File: src/rtl/alu_pkg.sv
// Package for the serial ALU: opcode encodings and the controller state type.
// Shared by alu_serial (top) and alu_slice (ripple slice).
package alu_pkg;

   localparam logic [1:0] OP_ADD = 2'b00;
   localparam logic [1:0] OP_SUB = 2'b01;
   localparam logic [1:0] OP_AND = 2'b10;
   localparam logic [1:0] OP_OR  = 2'b11;

   typedef enum logic [1:0] {
      StIdle,
      StBusy,
      StDone
   } state_e;

endpackage

File: src/rtl/alu_slice.sv
// Combinational DIGIT-bit ripple slice of the serial ALU.
// Ports:
//   a, b  : DIGIT-bit operand digits
//   cin   : carry into the least-significant bit of the digit
//   op    : opcode (ADD/SUB/AND/OR); SUB inverts b internally
//   sum   : DIGIT-bit result digit
//   cout  : carry out of the digit (0 for AND/OR)
module alu_slice
   import alu_pkg::*;
#(
   parameter int unsigned DIGIT = 1
) (
   input  logic [DIGIT-1:0] a,
   input  logic [DIGIT-1:0] b,
   input  logic             cin,
   input  logic [1:0]       op,
   output logic [DIGIT-1:0] sum,
   output logic             cout
);

   logic             c;
   logic [DIGIT-1:0] b_eff;

   always_comb begin
      c     = cin;
      sum   = '0;
      cout  = 1'b0;
      b_eff = (op == OP_SUB) ? ~b : b;
      unique case (op)
         OP_AND: sum = a & b;
         OP_OR:  sum = a | b;
         default: begin
            // ADD and SUB share the ripple chain; SUB gets cin=1 on the first digit
            for (int i = 0; i < int'(DIGIT); i++) begin
               sum[i] = a[i] ^ b_eff[i] ^ c;
               c      = (a[i] & b_eff[i]) | (c & (a[i] ^ b_eff[i]));
            end
            cout = c;
         end
      endcase
   end

endmodule

File: src/rtl/alu_serial.sv
// Digit-serial ALU (ADD, SUB, AND, OR) with valid/ready handshakes.
// A request is captured in IDLE, processed DIGIT bits per cycle over WIDTH/DIGIT
// BUSY cycles through one alu_slice, then held in DONE until out_ready.
// Ports:
//   clk, rst_n           : clock (rising edge), asynchronous active-low reset
//   in_valid / in_ready  : request handshake carrying a, b, op
//   out_valid / out_ready: result handshake carrying result, carry_out
//   carry_out            : adder carry (SUB: 1 = no borrow), 0 for AND/OR
// Optional macro ALU_SERIAL_FLAGS_EN adds zero, negative and overflow outputs,
// valid only while out_valid is high and 0 otherwise.
module alu_serial
   import alu_pkg::*;
#(
   parameter int unsigned WIDTH = 8,
   parameter int unsigned DIGIT = 1
) (
   input  logic             clk,
   input  logic             rst_n,
   input  logic             in_valid,
   output logic             in_ready,
   input  logic [WIDTH-1:0] a,
   input  logic [WIDTH-1:0] b,
   input  logic [1:0]       op,
   output logic             out_valid,
   input  logic             out_ready,
   output logic [WIDTH-1:0] result,
   output logic             carry_out
`ifdef ALU_SERIAL_FLAGS_EN
   ,
   output logic             zero,
   output logic             negative,
   output logic             overflow
`endif
);

   localparam int unsigned NDIG = WIDTH / DIGIT;
   localparam int unsigned CW   = (NDIG > 1) ? $clog2(NDIG) : 1;

   if (WIDTH < 2 || (WIDTH % DIGIT) != 0) begin : g_bad_cfg
      $error("alu_serial: WIDTH must be >= 2 and a multiple of DIGIT");
   end

   state_e           state_q, state_d;
   logic [CW-1:0]    cnt_q, cnt_d;
   logic [WIDTH-1:0] a_q, a_d;
   logic [WIDTH-1:0] b_q, b_d;
   logic [WIDTH-1:0] res_q, res_d;
   logic [1:0]       op_q, op_d;
   logic             carry_q, carry_d;
   logic [DIGIT-1:0] slice_sum;
   logic             slice_cout;
   logic             last_digit;

   alu_slice #(
      .DIGIT (DIGIT)
   ) u_slice (
      .a    (a_q[DIGIT-1:0]),
      .b    (b_q[DIGIT-1:0]),
      .cin  (carry_q),
      .op   (op_q),
      .sum  (slice_sum),
      .cout (slice_cout)
   );

   assign last_digit = (cnt_q == CW'(NDIG - 1));

`ifdef ALU_SERIAL_FLAGS_EN
   logic ovf_q, ovf_d;
   logic b_msb_eff;

   // On the last digit the slice sees the operand MSBs, so signed overflow is
   // "operands agree in sign, result sign differs".
   assign b_msb_eff = b_q[DIGIT-1] ^ (op_q == OP_SUB);

   always_comb begin
      ovf_d = ovf_q;
      if (state_q == StBusy && last_digit) begin
         ovf_d = !op_q[1] && (a_q[DIGIT-1] == b_msb_eff) &&
                 (slice_sum[DIGIT-1] != a_q[DIGIT-1]);
      end
   end

   always_ff @(posedge clk or negedge rst_n) begin
      if (!rst_n) ovf_q <= 1'b0;
      else        ovf_q <= ovf_d;
   end

   assign zero     = out_valid && (res_q == '0);
   assign negative = out_valid && res_q[WIDTH-1];
   assign overflow = out_valid && ovf_q;
`endif

   always_comb begin
      state_d = state_q;
      cnt_d   = cnt_q;
      a_d     = a_q;
      b_d     = b_q;
      res_d   = res_q;
      op_d    = op_q;
      carry_d = carry_q;
      unique case (state_q)
         StIdle: begin
            if (in_valid) begin
               a_d     = a;
               b_d     = b;
               op_d    = op;
               carry_d = (op == OP_SUB);
               cnt_d   = '0;
               state_d = StBusy;
            end
         end
         StBusy: begin
            // Operands shift right; result digits enter from the top
            a_d     = a_q >> DIGIT;
            b_d     = b_q >> DIGIT;
            res_d   = (res_q >> DIGIT) | (WIDTH'(slice_sum) << (WIDTH - DIGIT));
            carry_d = slice_cout;
            cnt_d   = cnt_q + CW'(1);
            if (last_digit) state_d = StDone;
         end
         StDone: begin
            if (out_ready) state_d = StIdle;
         end
         default: state_d = StIdle;
      endcase
   end

   always_ff @(posedge clk or negedge rst_n) begin
      if (!rst_n) begin
         state_q <= StIdle;
         cnt_q   <= '0;
         a_q     <= '0;
         b_q     <= '0;
         res_q   <= '0;
         op_q    <= OP_ADD;
         carry_q <= 1'b0;
      end else begin
         state_q <= state_d;
         cnt_q   <= cnt_d;
         a_q     <= a_d;
         b_q     <= b_d;
         res_q   <= res_d;
         op_q    <= op_d;
         carry_q <= carry_d;
      end
   end

   assign in_ready  = (state_q == StIdle);
   assign out_valid = (state_q == StDone);
   assign result    = res_q;
   assign carry_out = carry_q;

endmodule

File: config.mk
export PLATFORM = sky130hd
export DESIGN_NAME = alu_serial
export DESIGN_NICKNAME = d
export VERILOG_FILES = /design/src/rtl/alu_pkg.sv /design/src/rtl/alu_slice.sv /design/src/rtl/alu_serial.sv
export SDC_FILE = /design/constraint.sdc
export NUM_CORES = 1
export LEC_CHECK = 0
export CORE_MARGIN = 2
export CORE_UTILIZATION = 45
export DETAILED_ROUTE_END_ITERATION = 8
export GPL_ROUTABILITY_DRIVEN = 1
export PLACE_DENSITY = 0.75
export SYNTH_ARGS = -nofsm -noshare
export SYNTH_HDL_FRONTEND = slang
export SYNTH_HIERARCHICAL = 1
export SYNTH_SLANG_ARGS = --single-unit
File: constraint.sdc
create_clock -name clk -period 1.5 [get_ports clk]
set_input_delay 0.225 -clock clk [delete_from_list [all_inputs] [get_ports clk]]
set_output_delay 0.225 -clock clk [all_outputs]
set_load 0.01 [all_outputs]
==> run summary, run 1 <==
WL per Instance: 13.1 um
Yosys warnings: 6
Core footprint: 0.00334 mm2
F_max: 0.658 GHz
Synthesized instance count: 165
Yosys reg bits: 32
Clock slew at reported path FFs: 0.09 ns
Footprint of the multi-input gates: 681 um2
Sw power: 1.58 mW
Maximum VDD drop: 0.000896 V
IO Count: 33
Pint: 2.41 mW
TritonCTS clock tree: done
Synth Area per Inst: 9.49 um2
Via count: 1,244
Largest net degree at the start of global routing: 33
Final Skew: 0.0104 ns
Initial antenna violation count: 0
Unique masters post-synth: 27
Starting density of the core: 46.9%
Logic gate share of total power: 49.5%
RSZ-0062 raised after global routing: true
Drt pass-1 iters: 4
Final hold slack: 0.278 ns
Synth async-reset ratio: 100%
Post-synthesis sequential area ratio: 51.2%
Ant. Diodes: 0
Worst Path Arrival: 1.80 ns
Top cell by count, worst path: nand2_1
Max_slew headroom: 72.8%
Tot GR Track Use: 17.5%
CP endpoint kind: flip-flop
Power density over cell area: 1920 mW/mm2
Util after Layout: 62.4%
Grt total ovfl: 0
DRC: 0
Crit-path max cell delay: 0.49 ns
Drt first-iter violations: 97
WP data required: 1.78 ns
Worst-margin pin slew: 0.407 ns
Lkg Pwr: 1.10 nW
Status: finished, violations left
Top FF cell, synth: dfrtp_1
Sequential Power Share: 37.9%
Total CTS buffers: 5
Dpl cells: 240
Register area: 802 um2
Synthesized Nets: 190
Crit Path Category: reg2reg
Post-synth EDFFs: 0
Post-route ant nets: 0
Cts hold-fix bufs: 0
PortBufs: 32
Final Setup Violations: 1
CTS root buf: clkbuf_4
Hold/Removal Path Class: in2async
Die area: 0.00397 mm2
Clock group share of total power: 12.7%
Clk buf depth: 2
Reg2Reg Depth: 7
Placer Congestion: 0.734
DP HPWL: 2.11 mm
Syn-to-layout area delta: 32.9%
Cell breakdown of the critical path: nand2b_4 > xnor2_1 > fa_1 > inv_1 > o22ai_2 > nand2_1 > nand2_1
CP max-delay cell: fa_1
Syn Std Cell Area: 0.00157 mm2
Layout cell share with drive strength beyond 1: 19.8%
Final WS setup: -0.0208 ns
Fill cell count: 277
Die extent in y: 63.0 um
Final WL: 3.31 mm
Final period utilization: 101%
H-tree levels: 2
Max_cap viols: 0
Failing checks: setup timing
Overall Power: 3.99 mW
Maximum fanout along the worst path: 2
Min Tclk post-route: 1.52 ns
Via/cell ratio: 4.92
Clock sinks: 32
DIE WIDTH: 63.0 um
Nets: 231
First-pass GRT wire length: 5.39 mm
Finished Layout Cells: 253
Switching Fraction: 39.6%
Vias in the first global route: 1,208
Count of final max-slew check failures: 0
Worst Setup Start Kind: flip-flop
Num rows: 21
Hold Vio Cnt, Final: 0
Clk_lat worst skew: 0.33 ns
[cell usage in the layout (no fill, tap or decap), types with 2 or more instances in the layout]
cell / count
nand2_1: 67
dfrtp_1: 31
dlymetal6s2s_1: 7
inv_1: 2
nand3_1: 19
dlygate4sd2_1: 3
clkbuf_1: 2
clkdlybuf4s50_1: 21
ha_1: 2
buf_4: 8
buf_12: 3
nand3_2: 16
clkbuf_4: 5
o21ai_0: 2
[final timing paths]
path,start,endpoint,slack [ns]
setup / recovery,op_q[1]$_DFFE_PN0P_,result[7]$_DFFE_PN0N_,-0.02
hold / removal,rst_n,carry_out$_DFFE_PN0P_,0.28
setup reg to reg,op_q[1]$_DFFE_PN0P_,result[7]$_DFFE_PN0N_,-0.02
hold reg to reg,b_q[7]$_DFFE_PN0P_,b_q[6]$_DFFE_PN0P_,0.48
max in group asynchronous,rst_n,state_q[1]$_DFFE_PN0P_,0.91
min in group clk,a[7],a_q[7]$_DFFE_PN0P_,0.42
[area by class of cell]
cell class                      count  area share, %
Timing Repair Buffer               44           22.8
Inverter                            2          0.361
Sequential cell                    32           38.5
Tap cell                           46           2.77
Clock buffer                        8           2.83
Multi-Input combinational cell    121           32.7
[routing by layer]
metal	global-route usage (%)	up-vias	wire length (um)
met4	7.78	0	53
li1	-	622	-
met1	19.6	584	1370
met3	6.49	6	182
met5	0	-	0
met2	29.4	32	1710
[critical path, delay by kind of cell (launching register included)]
family	cells	cell delay, ns
adder cells (fa/ha/maj)	1	0.49
flip-flops	1	0.39
AND/OR/NAND/NOR	3	0.27
XOR/XNOR	1	0.13
AO/OA/AOI/OAI	1	0.13
buffers and inverters	1	0.05
[sequential cells by signal, indices dropped and copies added (netlist names)]
name       count
a_q            8
b_q            8
carry_out      1
cnt_q          3
op_q           2
result         8
state_q        2
[Yosys cell counts, types with 2 or more instances]
| library cell | number | share of area [%] |
|---|---|---|
| nand3_2 | 16 | 10 |
| o21ai_0 | 2 | 0.64 |
| ha_1 | 2 | 1.6 |
| nand2_1 | 67 | 16 |
| nand3_1 | 19 | 6.1 |
| dfrtp_1 | 32 | 51 |
| inv_1 | 2 | 0.48 |
| buf_6 | 3 | 2.2 |
| buf_2 | 4 | 1.3 |
[cell families (layout without fill, tap and decap cells)]
| group | Yosys count | count (layout) | share of synthesized area, % |
|---|---|---|---|
| AND/OR/NAND/NOR | 111 | 111 | 37.3 |
| flip-flops | 32 | 32 | 51.2 |
| buffers and inverters | 12 | 54 | 5.92 |
| AO/OA/AOI/OAI | 6 | 6 | 2.24 |
| adder cells (fa/ha/maj) | 3 | 3 | 2.88 |
| XOR/XNOR | 1 | 1 | 0.560 |
[timing repair]
item	4_1_cts	5_1_grt
setup endpoints to repair	7	25
buffers inserted	3	1
gates resized for setup	6	10
cloned	0	1
pin swaps	0	1
[per-stage QoR]
stage	setup WS, ns	setup TNS [ns]	cell area (um2)
floorplan	0.0524	0	1570
global placement	-0.0493	-0.703	1950
detailed placement	-0.0756	-1.08	1950
CTS	-0.00674	-0.00674	2030
global route	-0.0670	-0.138	2080
finish	-0.0208	-0.0208	2080
[power by group through the flow]
stage	Clock, mW	Combinational [mW]	Sequential (mW)
6_report	0.506	1.98	1.51
5_1_grt	0.579	2.19	1.55
4_1_cts	0.523	1.88	1.52
3_5_place_dp	0	1.83	1.55
3_3_place_gp	0	1.77	1.53
2_1_floorplan	0	1.21	1.54
No activity file was read; power rests on OpenSTA's default activity.
==> run 2, diff against run 1 <==
--- a/config.mk
+++ b/config.mk
@@ -6,10 +6,11 @@
 export NUM_CORES = 1
 export LEC_CHECK = 0
 export CORE_MARGIN = 2
-export CORE_UTILIZATION = 45
+export CORE_UTILIZATION = 55
 export DETAILED_ROUTE_END_ITERATION = 8
+export DONT_BUFFER_PORTS = 1
 export GPL_ROUTABILITY_DRIVEN = 1
-export PLACE_DENSITY = 0.75
+export PLACE_DENSITY = 0.73
 export SYNTH_ARGS = -nofsm -noshare
 export SYNTH_HDL_FRONTEND = slang
 export SYNTH_HIERARCHICAL = 1
==> run summary, run 2 (synthesis gave the netlist of run 1 again) <==
Drt pass-1 iters: 4 (unchanged)
GR met1 Demand/Resource: 24.6% (was 19.6%)
Cell breakdown of the critical path: nand2b_4 > xnor2_2 > fa_1 > inv_1 > o22ai_2 > nand2_1 > nand2_1 (was nand2b_4 > xnor2_1 > fa_1 > inv_1 > o22ai_2 > nand2_1 > nand2_1)
Hold_sp: a[7]
Top delay family on crit path: adder cells (unchanged)
Reg2Reg Depth: 7 (unchanged)
RSZ-0062 raised after global routing: true (unchanged)
Final WS setup: -0.0203 ns (was -0.0208 ns)
Failing checks: setup timing (unchanged)
Grt total ovfl: 0 (unchanged)
Hold/Removal Path Class: in2reg (was in2async)
Hold Path Depth: 2
Buf/Inv on CP: 1 (unchanged)
Starting density of the core: 57.3% (was 46.9%)
Ant. Diodes: 0 (unchanged)
Crit-path max cell delay: 0.48 ns (was 0.49 ns)
Final WL: 2.86 mm (was 3.31 mm)
Worst-margin pin slew: 0.563 ns (was 0.407 ns)
Clk buf depth: 2 (unchanged)
Busiest grt layer: met2 (unchanged)
Worst slack, placed: -0.0545 ns (was -0.0756 ns)
Worst Setup Start Kind: flip-flop (unchanged)
Status: finished, violations left (unchanged)
Worst Path Arrival: 1.80 ns (about the same)
H-tree levels: 2 (unchanged)
Global routing usage on met3: 5.44% (was 6.49%)
Final Setup Violations: 1 (unchanged)
Vias in the first global route: 1,122 (was 1,208)
Top cell by count, worst path: nand2_1 (unchanged)
Tot GR Track Use: 19.8% (was 17.5%)
Power density over cell area: 2120 mW/mm2 (was 1920 mW/mm2)
Min Tclk post-route: 1.52 ns (about the same)
Via count: 1,112 (was 1,244)
R2r endpoint: result[7]$_DFFE_PN0N_ (unchanged)
Overall Power: 3.60 mW (was 3.99 mW)
Hold Vio Cnt, Final: 0 (unchanged)
Clock sinks: 32 (unchanged)
Nets: 197 (was 231)
TritonCTS clock tree: done (unchanged)
WL per Instance: 14.1 um (was 13.1 um)
Worst R2R Start: op_q[1]$_DFFE_PN0P_ (unchanged)
Max_slew headroom: 62.4% (was 72.8%)
Drt first-iter violations: 38 (was 97)
CTS root buf: clkbuf_4 (unchanged)
Die area: 0.00329 mm2 (was 0.00397 mm2)
Clock slew at reported path FFs: 0.10 ns (was 0.09 ns)
Die extent in y: 57.3 um (was 63.0 um)
Commonest cells after routing, fill and taps aside: nand2_1, dfrtp_1, nand3_1 (was nand2_1, dfrtp_1, clkdlybuf4s50_1)
Lkg Pwr: 0.865 nW (was 1.10 nW)
Total CTS buffers: 5 (unchanged)
Commonest non-fill, non-tap cell in the layout: nand2_1 (unchanged)
Maximum VDD drop: 0.00140 V (was 0.000896 V)
CP endpoint kind: flip-flop (unchanged)
CP max-delay cell: fa_1 (unchanged)
Count of final max-slew check failures: 0 (unchanged)
Post-route ant nets: 0 (unchanged)
PortBufs: 0 (was 32)
DIE WIDTH: 57.3 um (was 63.0 um)
DRC: 0 (unchanged)
First-pass GRT wire length: 4.85 mm (was 5.39 mm)
F_max: 0.658 GHz (about the same)
Final Skew: 0.00857 ns (was 0.0104 ns)
Worst Hold End: a_q[7]$_DFFE_PN0P_
IO Count: 33 (unchanged)
Maximum fanout along the worst path: 2 (unchanged)
Initial antenna violation count: 0 (unchanged)
Layout cell share with drive strength beyond 1: 21.5% (was 19.8%)
Num rows: 19 (was 21)
Syn-to-layout area delta: 8.47% (was 32.9%)
Core footprint: 0.00273 mm2 (was 0.00334 mm2)
Max_cap viols: 0 (unchanged)
Clk_lat worst skew: 0.33 ns (about the same)
WP data required: 1.78 ns (about the same)
Via/cell ratio: 5.48 (was 4.92)
Largest net degree at the start of global routing: 33 (unchanged)
Final period utilization: 101% (about the same)
R2r setup slk: -0.02 ns (about the same)
Crit Path Category: reg2reg (unchanged)
Placer Congestion: 0.749 (was 0.734)
Met2 GRT Util: 31.2% (was 29.4%)
Fill cell count: 247 (was 277)
DP HPWL: 2.02 mm (was 2.11 mm)
run 2: changes by cell type in the layout (fill, tap and decap cells not counted), moves of 2 or more:
cell	delta
clkdlybuf4s50_1	-21
clkbuf_1	-2
dlygate4sd3_1	+2
dlymetal6s2s_1	-7
buf_12	-2
dlygate4sd2_1	-3
run 2: per-layer routing:
metal | part of all wire (%) | routed length [um]
met1 | 44 | 1250
met2 | 46 | 1310
met3 | 7.2 | 207
met4 | 3.1 | 90
met5 | 0 | 0
run 2: repair_timing:
item / in CTS / in global routing
setup buffers: 0 / 0
cloned: 0 / 0
resized for setup: 1 / 2
setup endpoints to repair: 26 / 2
hold endpoints to repair: 33 / 0
hold buffers: 3 / 0
run 2: layout make-up:
class	count	area (um2)	share of cell area, %
Sequential cell	32	801	47.2
Timing Repair Buffer	10	92.6	5.45
Inverter	2	7.51	0.442
Multi-Input combinational cell	121	693	40.8
Clock buffer	7	65.1	3.83
Tap cell	31	38.8	2.28
run 2: power by group:
| part | internal [mW] | total (mW) | switching (mW) | leakage [nW] |
|---|---|---|---|---|
| clock | 0.265 | 0.542 | 0.276 | 0.0374 |
| sequential | 1.24 | 1.60 | 0.354 | 0.406 |
| combinational | 0.612 | 1.47 | 0.853 | 0.422 |
| total | 2.12 | 3.60 | 1.48 | 0.865 |
run 2: through the flow:
step	util (%)	instances	setup TNS, ns	instance area [um2]	hold WS (ns)
finish	62.1	203	-0.0203	1700	0.0108
global route	62.1	203	-0.143	1700	0.0125
CTS	61.6	203	-0.0399	1680	0.00420
detailed placement	57.6	193	-0.541	1570	-0.0699
global placement	57.6	193	-0.0176	1570	-0.0697
floorplan	-	165	0	1570	-0.0706
run 2: worst max path at each step:
| stage | slack [ns] | to | cells past startpoint | from |
|---|---|---|---|---|
| after detailed placement | -0.05 | a_q[3]$_DFFE_PN0P_ | 3 | state_q[0]$_DFFE_PN0P_ |
| after global placement | -0.02 | result[7]$_DFFE_PN0N_ | 7 | op_q[1]$_DFFE_PN0P_ |
| after CTS | -0.04 | result[7]$_DFFE_PN0N_ | 7 | op_q[1]$_DFFE_PN0P_ |
| after floorplan | 0.05 | result[7]$_DFFE_PN0N_ | 7 | op_q[1]$_DFFE_PN0P_ |
| final | -0.02 | result[7]$_DFFE_PN0N_ | 7 | op_q[1]$_DFFE_PN0P_ |
| after global routing | -0.12 | result[7]$_DFFE_PN0N_ | 7 | op_q[1]$_DFFE_PN0P_ |
==> run 3, diff against run 2 <==
--- a/config.mk
+++ b/config.mk
@@ -15,3 +15,4 @@
 export SYNTH_HDL_FRONTEND = slang
 export SYNTH_HIERARCHICAL = 1
 export SYNTH_SLANG_ARGS = --single-unit
+export TNS_END_PERCENT = 100
==> results of run 3 <==
No change in the layout: final DEF, timing and power equal those of run 2.
